File: src/rtl/count_display_driver.sv
// Binary count -> BCD (double dabble) with 4-digit multiplexed 7-seg scan.
// Optional LEADING_ZERO_BLANK_EN blanks digits above the top nonzero one.
module count_display_driver #(
  parameter int SCAN_DIV    = 12,
  parameter bit SEG_ACT_LOW = 1'b0
) (
  input  logic        clk,
  input  logic        CR,
  input  logic [15:0] det_counter,
  output logic [6:0]  seg,
  output logic [3:0]  Light,
  output logic [15:0] bcd_out,
  output logic        busy,
  output logic        ovf
);

  localparam int SW = (SCAN_DIV > 2) ? $clog2(SCAN_DIV) : 1;

  typedef enum logic [1:0] {
    IDLE,
    CONV,
    COMMIT
  } state_t;

  state_t      state, state_nx;
  logic [15:0] shadow, bin;
  logic [19:0] acc, acc_adj;
  logic [3:0]  iter;
  logic        load, step, commit;

  logic [SW-1:0] scan_cnt;
  logic [1:0]    idx, idx_nx;
  logic          tc, blank;
  logic [3:0]    nib;
  logic [6:0]    seg_r, seg_nx;

  function automatic logic [6:0] glyph(input logic [3:0] n);
    case (n)
      4'd0:    glyph = 7'b0111111;
      4'd1:    glyph = 7'b0000110;
      4'd2:    glyph = 7'b1011011;
      4'd3:    glyph = 7'b1001111;
      4'd4:    glyph = 7'b1100110;
      4'd5:    glyph = 7'b1101101;
      4'd6:    glyph = 7'b1111101;
      4'd7:    glyph = 7'b0000111;
      4'd8:    glyph = 7'b1111111;
      4'd9:    glyph = 7'b1101111;
      default: glyph = 7'b0000000;
    endcase
  endfunction

  always_ff @(posedge clk or posedge CR) begin
    if (CR) state <= IDLE;
    else    state <= state_nx;
  end

  always_comb begin
    state_nx = state;
    unique case (state)
      IDLE:   if (det_counter != shadow) state_nx = CONV;
      CONV:   if (iter == 4'd15) state_nx = COMMIT;
      COMMIT: state_nx = IDLE;
      default: state_nx = IDLE;
    endcase
  end

  always_comb begin
    load   = 1'b0;
    step   = 1'b0;
    commit = 1'b0;
    unique case (1'b1)
      (state == IDLE):   load   = (det_counter != shadow);
      (state == CONV):   step   = 1'b1;
      (state == COMMIT): commit = 1'b1;
      default: ;
    endcase
  end

  // add-3 correction applied before each shift
  always_comb begin
    acc_adj = acc;
    for (int i = 0; i < 5; i++) begin
      if (acc[4*i +: 4] >= 4'd5)
        acc_adj[4*i +: 4] = acc[4*i +: 4] + 4'd3;
    end
  end

  always_ff @(posedge clk or posedge CR) begin
    if (CR) begin
      shadow  <= '0;
      bin     <= '0;
      acc     <= '0;
      iter    <= '0;
      bcd_out <= '0;
      busy    <= 1'b0;
      ovf     <= 1'b0;
    end else if (load) begin
      shadow <= det_counter;
      bin    <= det_counter;
      acc    <= '0;
      iter   <= '0;
      busy   <= 1'b1;
    end else if (step) begin
      {acc, bin} <= {acc_adj[18:0], bin, 1'b0};
      iter       <= iter + 4'd1;
    end else if (commit) begin
      bcd_out <= acc[15:0];
      ovf     <= (acc[19:16] != 4'd0);
      busy    <= 1'b0;
    end
  end

  assign tc     = (scan_cnt == SW'(SCAN_DIV - 1));
  assign idx_nx = tc ? idx + 2'd1 : idx;
  assign nib    = bcd_out[4*idx_nx +: 4];

  always_comb begin
    blank = 1'b0;
`ifdef LEADING_ZERO_BLANK_EN
    unique case (idx_nx)
      2'd3:    blank = (bcd_out[15:12] == 4'd0);
      2'd2:    blank = (bcd_out[15:8] == 8'd0);
      2'd1:    blank = (bcd_out[15:4] == 12'd0);
      default: blank = 1'b0;
    endcase
`endif
  end

  always_comb begin
    seg_nx = glyph(nib);
    if (ovf)        seg_nx = 7'b1000000;
    else if (blank) seg_nx = 7'b0000000;
  end

  // Light and seg load together so the digit and its glyph never skew
  always_ff @(posedge clk or posedge CR) begin
    if (CR) begin
      scan_cnt <= '0;
      idx      <= '0;
      Light    <= 4'b0001;
      seg_r    <= 7'b0111111;
    end else begin
      scan_cnt <= tc ? '0 : scan_cnt + SW'(1);
      idx      <= idx_nx;
      Light    <= 4'b0001 << idx_nx;
      seg_r    <= seg_nx;
    end
  end

  assign seg = SEG_ACT_LOW ? ~seg_r : seg_r;

endmodule

File: config.mk
export PLATFORM = sky130hd
export DESIGN_NAME = count_display_driver
export DESIGN_NICKNAME = d
export VERILOG_FILES = /design/src/rtl/count_display_driver.sv
export SDC_FILE = /design/constraint.sdc
export NUM_CORES = 1
export LEC_CHECK = 0
export CAP_MARGIN = 10
export CORE_UTILIZATION = 59
export CTS_BUF_LIST = sky130_fd_sc_hd__clkbuf_4 sky130_fd_sc_hd__clkbuf_8 sky130_fd_sc_hd__clkbuf_16
export DETAILED_ROUTE_END_ITERATION = 10
export PLACE_DENSITY = 0.88
export SYNTH_ARGS = -nofsm -noshare
export SYNTH_HDL_FRONTEND = slang
export SYNTH_SLANG_ARGS = --single-unit
File: constraint.sdc
create_clock -name clk -period 7.4 [get_ports clk]
set_input_delay 2.22 -clock clk [delete_from_list [all_inputs] [get_ports clk]]
set_output_delay 2.22 -clock clk [all_outputs]
set_load 0.01 [all_outputs]
==> run metrics, run 1 <==
period utilization=0.603; clk sinks=93; setup TNS=0 ps; initial antenna violation count=0; Worst-path clk slew=100 ps; fraction of layout cells with a size suffix above 1=0.153; outcome=completed; final hold vios=0; DIE WIDTH=91.2 um; die footprint=0.00831 mm^2; Rel. slew slack=0.260; WL per Instance=15.7 um; Core Region=0.00773 mm^2; vias in the first global route=3291; Synth Instances=415; Layout area overhead=14.4%; Max Clock Freq=224 MHz; die height=91.2 um; syn avg cell area=11.3 um^2; first-pass GRT wire length=15100 um; # fillers=565; Ports=47; Post-synth EDFFs=0; number of gates resized after cts=0; startpoint of the worst hold path=scan_cnt[0]$_DFF_PP0_; power share of the combinational group=0.428; #FFs+latches synth=93; yosys synthesis warning count=0; minimum clock period=4470 ps; maximum buffer depth of the clock tree=2; final WL=8780 um; type of origin of the critical path=input port; vias post-DR=3318; sequential power share=0.426; DRC=0; total track usage=0.228; CP Data Required Time=7640 ps; CP cell instances=clkdlybuf4s50_1 > xor2_1 > nor4_1 > a41oi_1 > and2_2 > mux2_2; Final Util=0.695; CTS tree=built; CP endpoint kind=flip-flop; met3 Usage GRT=0.0343; Worst VDD drop=0.222 mV; top-count cell post-synth=dfrtp_1; post-synthesis cell type with the largest combined area=dfrtp_1; Max-cap violations=0; Hold Path Class=reg2reg; GR Overflow Total=0; Sw Pwr=0.794 mW; Synth area leaders=dfrtp_1 46%, mux2_2 8.6%, ha_1 4.8%; reg2reg start=scan_cnt[0]$_DFF_PP0_; flop2flop setup slack=4300 ps; ys async rst share=1.00; Critical Path AT=4700 ps; Initial Util=0.607; CTS hold repair buffers=0; Synth top area share=0.459; RSZ-0062 raised after global routing=false; Min-Delay Path Depth=1; DP HPWL=6010 um; pin count of the biggest net entering global routing=77; drt via density=5.93; placed cell count=545; M2 GR Usage=0.375; WS Path Type=in2reg; GPL Wtd Cong=0.829; Pint=1.32 mW; Design Power=2.12 mW; Final Non-Filler Cells=560; R2R depth=8; Max stage delay on crit path=930 ps; # rows=32; worst clock skew=14.6 ps; worst slack at placement=2560 ps; Pre-antenna DRT Iters=5; Ant. Diodes=0; PD cells=394 mW/mm^2; CP bufs+invs=1; crit path from=det_counter[12]; Syn Nets=451; ANT nets after route=0; Lkg Pwr=2.30 nW; Final setup viols=0; Max FO, Critical Path=56; H-Tree Depth=3; clock share of power=0.146; Num CTS Buffers=9; Total Nets Final=490; hold endpoint=scan_cnt[0]$_DFF_PP0_; Crit path max-delay family=simple AND/OR/NAND/NOR gates; postcts setup bufs=0; Max Slew Vio Count=0; switching portion of total power=0.375; clock root buffer=clkbuf_8; count of different cell masters after synthesis=48; DR iter-0 viols=273; Seq/Total Area, Yosys=0.498; post-synthesis cell area=0.00469 mm^2; met1 Use GR=0.302; Port Buffers=46; Main synth FF type=dfrtp_1; Clk Latency, worst-skew pair=360 ps; Synth top cells by count=86 x dfrtp_1, 36 x mux2_2, 27 x nand2_1, 19 x inv_1, 19 x xor2_1; setup ws final=2930 ps; measured slew at the worst slew-check pin=1110 ps; slowest CP cell=and2_2; reg-to-reg endpoint=seg[5]$_DFF_PP1_; GRT busiest layer=met2
logic make-up (layout without fill, tap and decap cells):
kind of cell	count (synthesis)	in the layout	share of synthesized area
simple gates	109	109	0.129
flops	93	93	0.498
compound gates	81	81	0.127
mux	46	46	0.108
buf+inv	40	83	0.0387
xor+xnor	28	28	0.0523
fa+ha+maj	18	18	0.0480
registers in the layout (all words and copies together) (netlist names):
name / flops
Light: 4
acc: 20
bcd_out: 16
bin: 16
busy: 1
idx: 2
iter: 4
ovf: 1
scan_cnt: 4
seg: 7
shadow: 16
state: 2
how the worst max path moves through the flow:
stage                                         to  slack (ps)  depth (start not counted)
after detailed placement  shadow[14]$_DFFE_PP0N_        2560                          6
after global routing       shadow[0]$_DFFE_PP0N_        2730                          6
after CTS                 shadow[15]$_DFFE_PP0N_        2930                          6
after global placement    shadow[12]$_DFFE_PP0N_        2630                          6
after floorplan               Light[1]$_DFF_PP0_        2770                          1
final                      shadow[0]$_DFFE_PP0N_        2930                          6
power groups by stage:
stage	registers (mW)	clock network, mW	logic, mW
floorplan	0.880	0	0.659
global route	0.930	0.337	1.01
CTS	0.903	0.315	0.911
detailed placement	0.910	0	0.906
global placement	0.896	0	0.855
finish	0.903	0.308	0.906
layout make-up:
cell class,count,area [um^2],area share
flip-flops and latches,93,2340,0.435
multi-input cells,282,2170,0.405
repair buffers,49,483,0.0900
clock buffers,10,138,0.0256
well taps,102,128,0.0238
inverters,19,72.6,0.0135
clock inverters,5,36.3,0.00676
cells in the final DEF, fill, tap and decap left out, types with 4 or more instances in the layout:
master	Yosys	layout
dfrtp_1	86	86
clkdlybuf4s50_1	0	46
mux2_2	36	36
nand2_1	27	27
xor2_1	19	19
inv_1	19	18
ha_1	18	18
and2_1	17	16
nor2_1	16	16
a21oi_1	16	16
a221o_1	15	15
o21ai_0	14	14
o22ai_1	12	12
mux2i_1	10	10
clkbuf_8	0	10
xnor2_1	9	9
nand2b_1	9	9
nor3b_1	8	8
dfstp_2	7	7
nand3_1	6	6
nand3b_1	5	5
a31oi_1	5	5
o32ai_1	5	5
nor4_1	4	4
stage by stage:
step / hold slack (ps) / cell area (um^2)
after detailed placement: 464 / 5190
after global routing: 494 / 5370
final: 474 / 5370
after CTS: 478 / 5370
after global placement: 443 / 5190
after floorplan: 432 / 4690
routing by layer:
| layer | share of wire | wire (um) |
|---|---|---|
| met5 | 0 | 0 |
| met4 | 0.020 | 177 |
| met3 | 0.038 | 331 |
| met2 | 0.48 | 4220 |
| met1 | 0.46 | 4050 |
No activity file was read; power rests on OpenSTA's default activity.
==> run 2, diff against run 1 <==
- CORE_UTILIZATION: 59 -> 52
- PLACE_DENSITY: 0.88 -> 0.83
- clock period: 7.4 -> 3.82 ns (I/O delays scaled with it)
==> run 2 against run 1 <==
Die area is 13% higher. Wire length rose by 4.6%. Clock power grew 120%. Via count is 1.3% lower. Highest routed layer unchanged. Register-to-register slack got worse by 3400 ps. Sequential share of layout area shrank 0.73 points. Flip-flop and latch count did not move.
==> run metrics, run 2 (synthesis gave the netlist of run 1 again) <==
Max-cap violations=0 (unchanged); fraction of layout cells with a size suffix above 1=0.166 (was 0.153); GR Overflow Total=0 (unchanged); Port Buffers=46 (unchanged); worst clock skew=11.6 ps (was 14.6 ps); Top reg by flops=acc (unchanged); DIE WIDTH=97.0 um (was 91.2 um); Final Non-Filler Cells=573 (was 560); placed cell count=557 (was 545); vias post-DR=3276 (was 3318); Rel. slew slack=0.226 (was 0.260); Clk Latency, worst-skew pair=360 ps (about the same); Worst-path clk slew=90 ps (was 100 ps); CP Data Required Time=4000 ps (was 7640 ps); M2 GR Usage=0.339 (was 0.375); Total Nets Final=496 (was 490); met3 Usage GRT=0.0390 (was 0.0343); DRC=0 (unchanged); final WL=9190 um (was 8780 um); postcts setup bufs=0 (unchanged); DP Area=0.00526 mm^2 (was 0.00519 mm^2); Ports=47 (unchanged); # fillers=676 (was 565); Worst VDD drop=0.501 mV (was 0.222 mV); # rows=34 (was 32); Final setup viols=0 (unchanged); CP endpoint kind=flip-flop (unchanged); maximum buffer depth of the clock tree=2 (unchanged); commonest non-fill, non-tap cell in the layout=dfrtp_1 (unchanged); DR iter-0 viols=212 (was 273); hold_ws=466 ps (was 474 ps); ANT nets after route=0 (unchanged); first-pass GRT wire length=15600 um (was 15100 um); Largest register FFs=20 (unchanged); Max Clock Freq=307 MHz; fin area=0.00546 mm^2 (was 0.00537 mm^2); Max FO, Critical Path=39 (was 56); initial antenna violation count=0 (unchanged); Lkg Pwr=2.35 nW (was 2.30 nW); minimum clock period=3260 ps; measured slew at the worst slew-check pin=1160 ps (was 1110 ps); Layout area overhead=16.4% (was 14.4%); Initial Util=0.538 (was 0.607); clk sinks=93 (unchanged); CTS tree=built (unchanged); GRT busiest layer=met2 (unchanged); PD cells=771 mW/mm^2 (was 394 mW/mm^2); Multi-input gate area=0.00217 mm^2 (unchanged); Num CTS Buffers=9 (unchanged); Critical Path AT=3440 ps (was 4700 ps); Ant. Diodes=0 (unchanged); RSZ-0062 raised after global routing=false (unchanged); period utilization=0.853; Seq. cell area=0.00234 mm^2 (unchanged); Hold Path Class=reg2reg (unchanged); type of origin of the critical path=input port (unchanged); pin count of the biggest net entering global routing=51 (was 77); die height=97.0 um (was 91.2 um); total track usage=0.204 (was 0.228); most frequent cells in the layout=86 x dfrtp_1, 46 x clkdlybuf4s50_1, 36 x mux2_2, 27 x nand2_1, 19 x xor2_1 (unchanged); DP HPWL=6350 um (was 6010 um); number of gates resized after cts=0 (unchanged); Final Util=0.626 (was 0.695); GPL Wtd Cong=0.796 (was 0.829); WS Path Type=in2reg (unchanged); vias in the first global route=3203 (was 3291); met1 Use GR=0.273 (was 0.302); H-Tree Depth=3 (unchanged); CTS hold repair buffers=0 (unchanged); drt via density=5.72 (was 5.93); outcome=completed (unchanged); clock root buffer=clkbuf_8 (unchanged); die footprint=0.00940 mm^2 (was 0.00831 mm^2); setup TNS=0 ps (unchanged); Core Region=0.00872 mm^2 (was 0.00773 mm^2); final hold vios=0 (unchanged); WL per Instance=16.0 um (was 15.7 um); Pre-antenna DRT Iters=4 (was 5); Max Slew Vio Count=0 (unchanged)
[run 2: cell types whose count changed in the layout (fill, tap and decap cells not counted), sizes merged]
cell	change
inv	-1
bufinv	+1
buf	+6
clkinv	+1
[run 2: layer usage]
layer  part of all wire  up-vias
met3              0.038       10
li1                   -     1570
met2               0.49       66
met5                  0        -
met4              0.012        0
met1               0.46     1630
[run 2: area by class of cell]
| type | instances | area share |
|---|---|---|
| timing repair buffer | 55 | 0.0990 |
| inverter | 19 | 0.0133 |
| sequential | 93 | 0.428 |
| multi-input combinational | 282 | 0.398 |
| clock inverter | 6 | 0.0115 |
| tap | 108 | 0.0248 |
| clock buffer | 10 | 0.0252 |
[run 2: stage by stage]
step                setup WS (ps)  total power [mW]
floorplan                     265              2.98
global placement              309              3.45
detailed placement            261              3.55
CTS                           577              4.23
global route                  360              4.52
finish                        561              4.21
[run 2: worst max-delay path, cell delays in order]
cell	delay, ps
clkdlybuf4s50_1	550
xor2_1	210
nor4_1	80
a41oi_1	310
and2_2	730
buf_4	290
o22ai_1	100
[run 2: path summary, 6_finish.rpt]
| kind | start | endpoint | slack [ps] | cells past startpoint |
|---|---|---|---|---|
| max in group asynchronous | CR | shadow[1]$_DFFE_PP0N_ | 1890 | 3 |
| worst max-delay path | det_counter[15] | acc[2]$_DFFE_PP0P_ | 560 | 7 |
| worst max register to register | scan_cnt[0]$_DFF_PP0_ | seg[5]$_DFF_PP1_ | 940 | 8 |
| worst min register to register | scan_cnt[0]$_DFF_PP0_ | scan_cnt[0]$_DFF_PP0_ | 470 | 1 |
| min in group asynchronous | CR | bcd_out[1]$_DFFE_PP0P_ | 1210 | 2 |
| worst min-delay path | scan_cnt[0]$_DFF_PP0_ | scan_cnt[0]$_DFF_PP0_ | 470 | 1 |
[run 2: report_power, final]
part / internal (mW) / switching (mW) / total, mW / leakage [nW]
clock: 0.319 / 0.348 / 0.667 / 0.106
sequential: 1.41 / 0.343 / 1.75 / 1.15
combinational: 0.927 / 0.864 / 1.79 / 1.09
total: 2.66 / 1.55 / 4.21 / 2.35
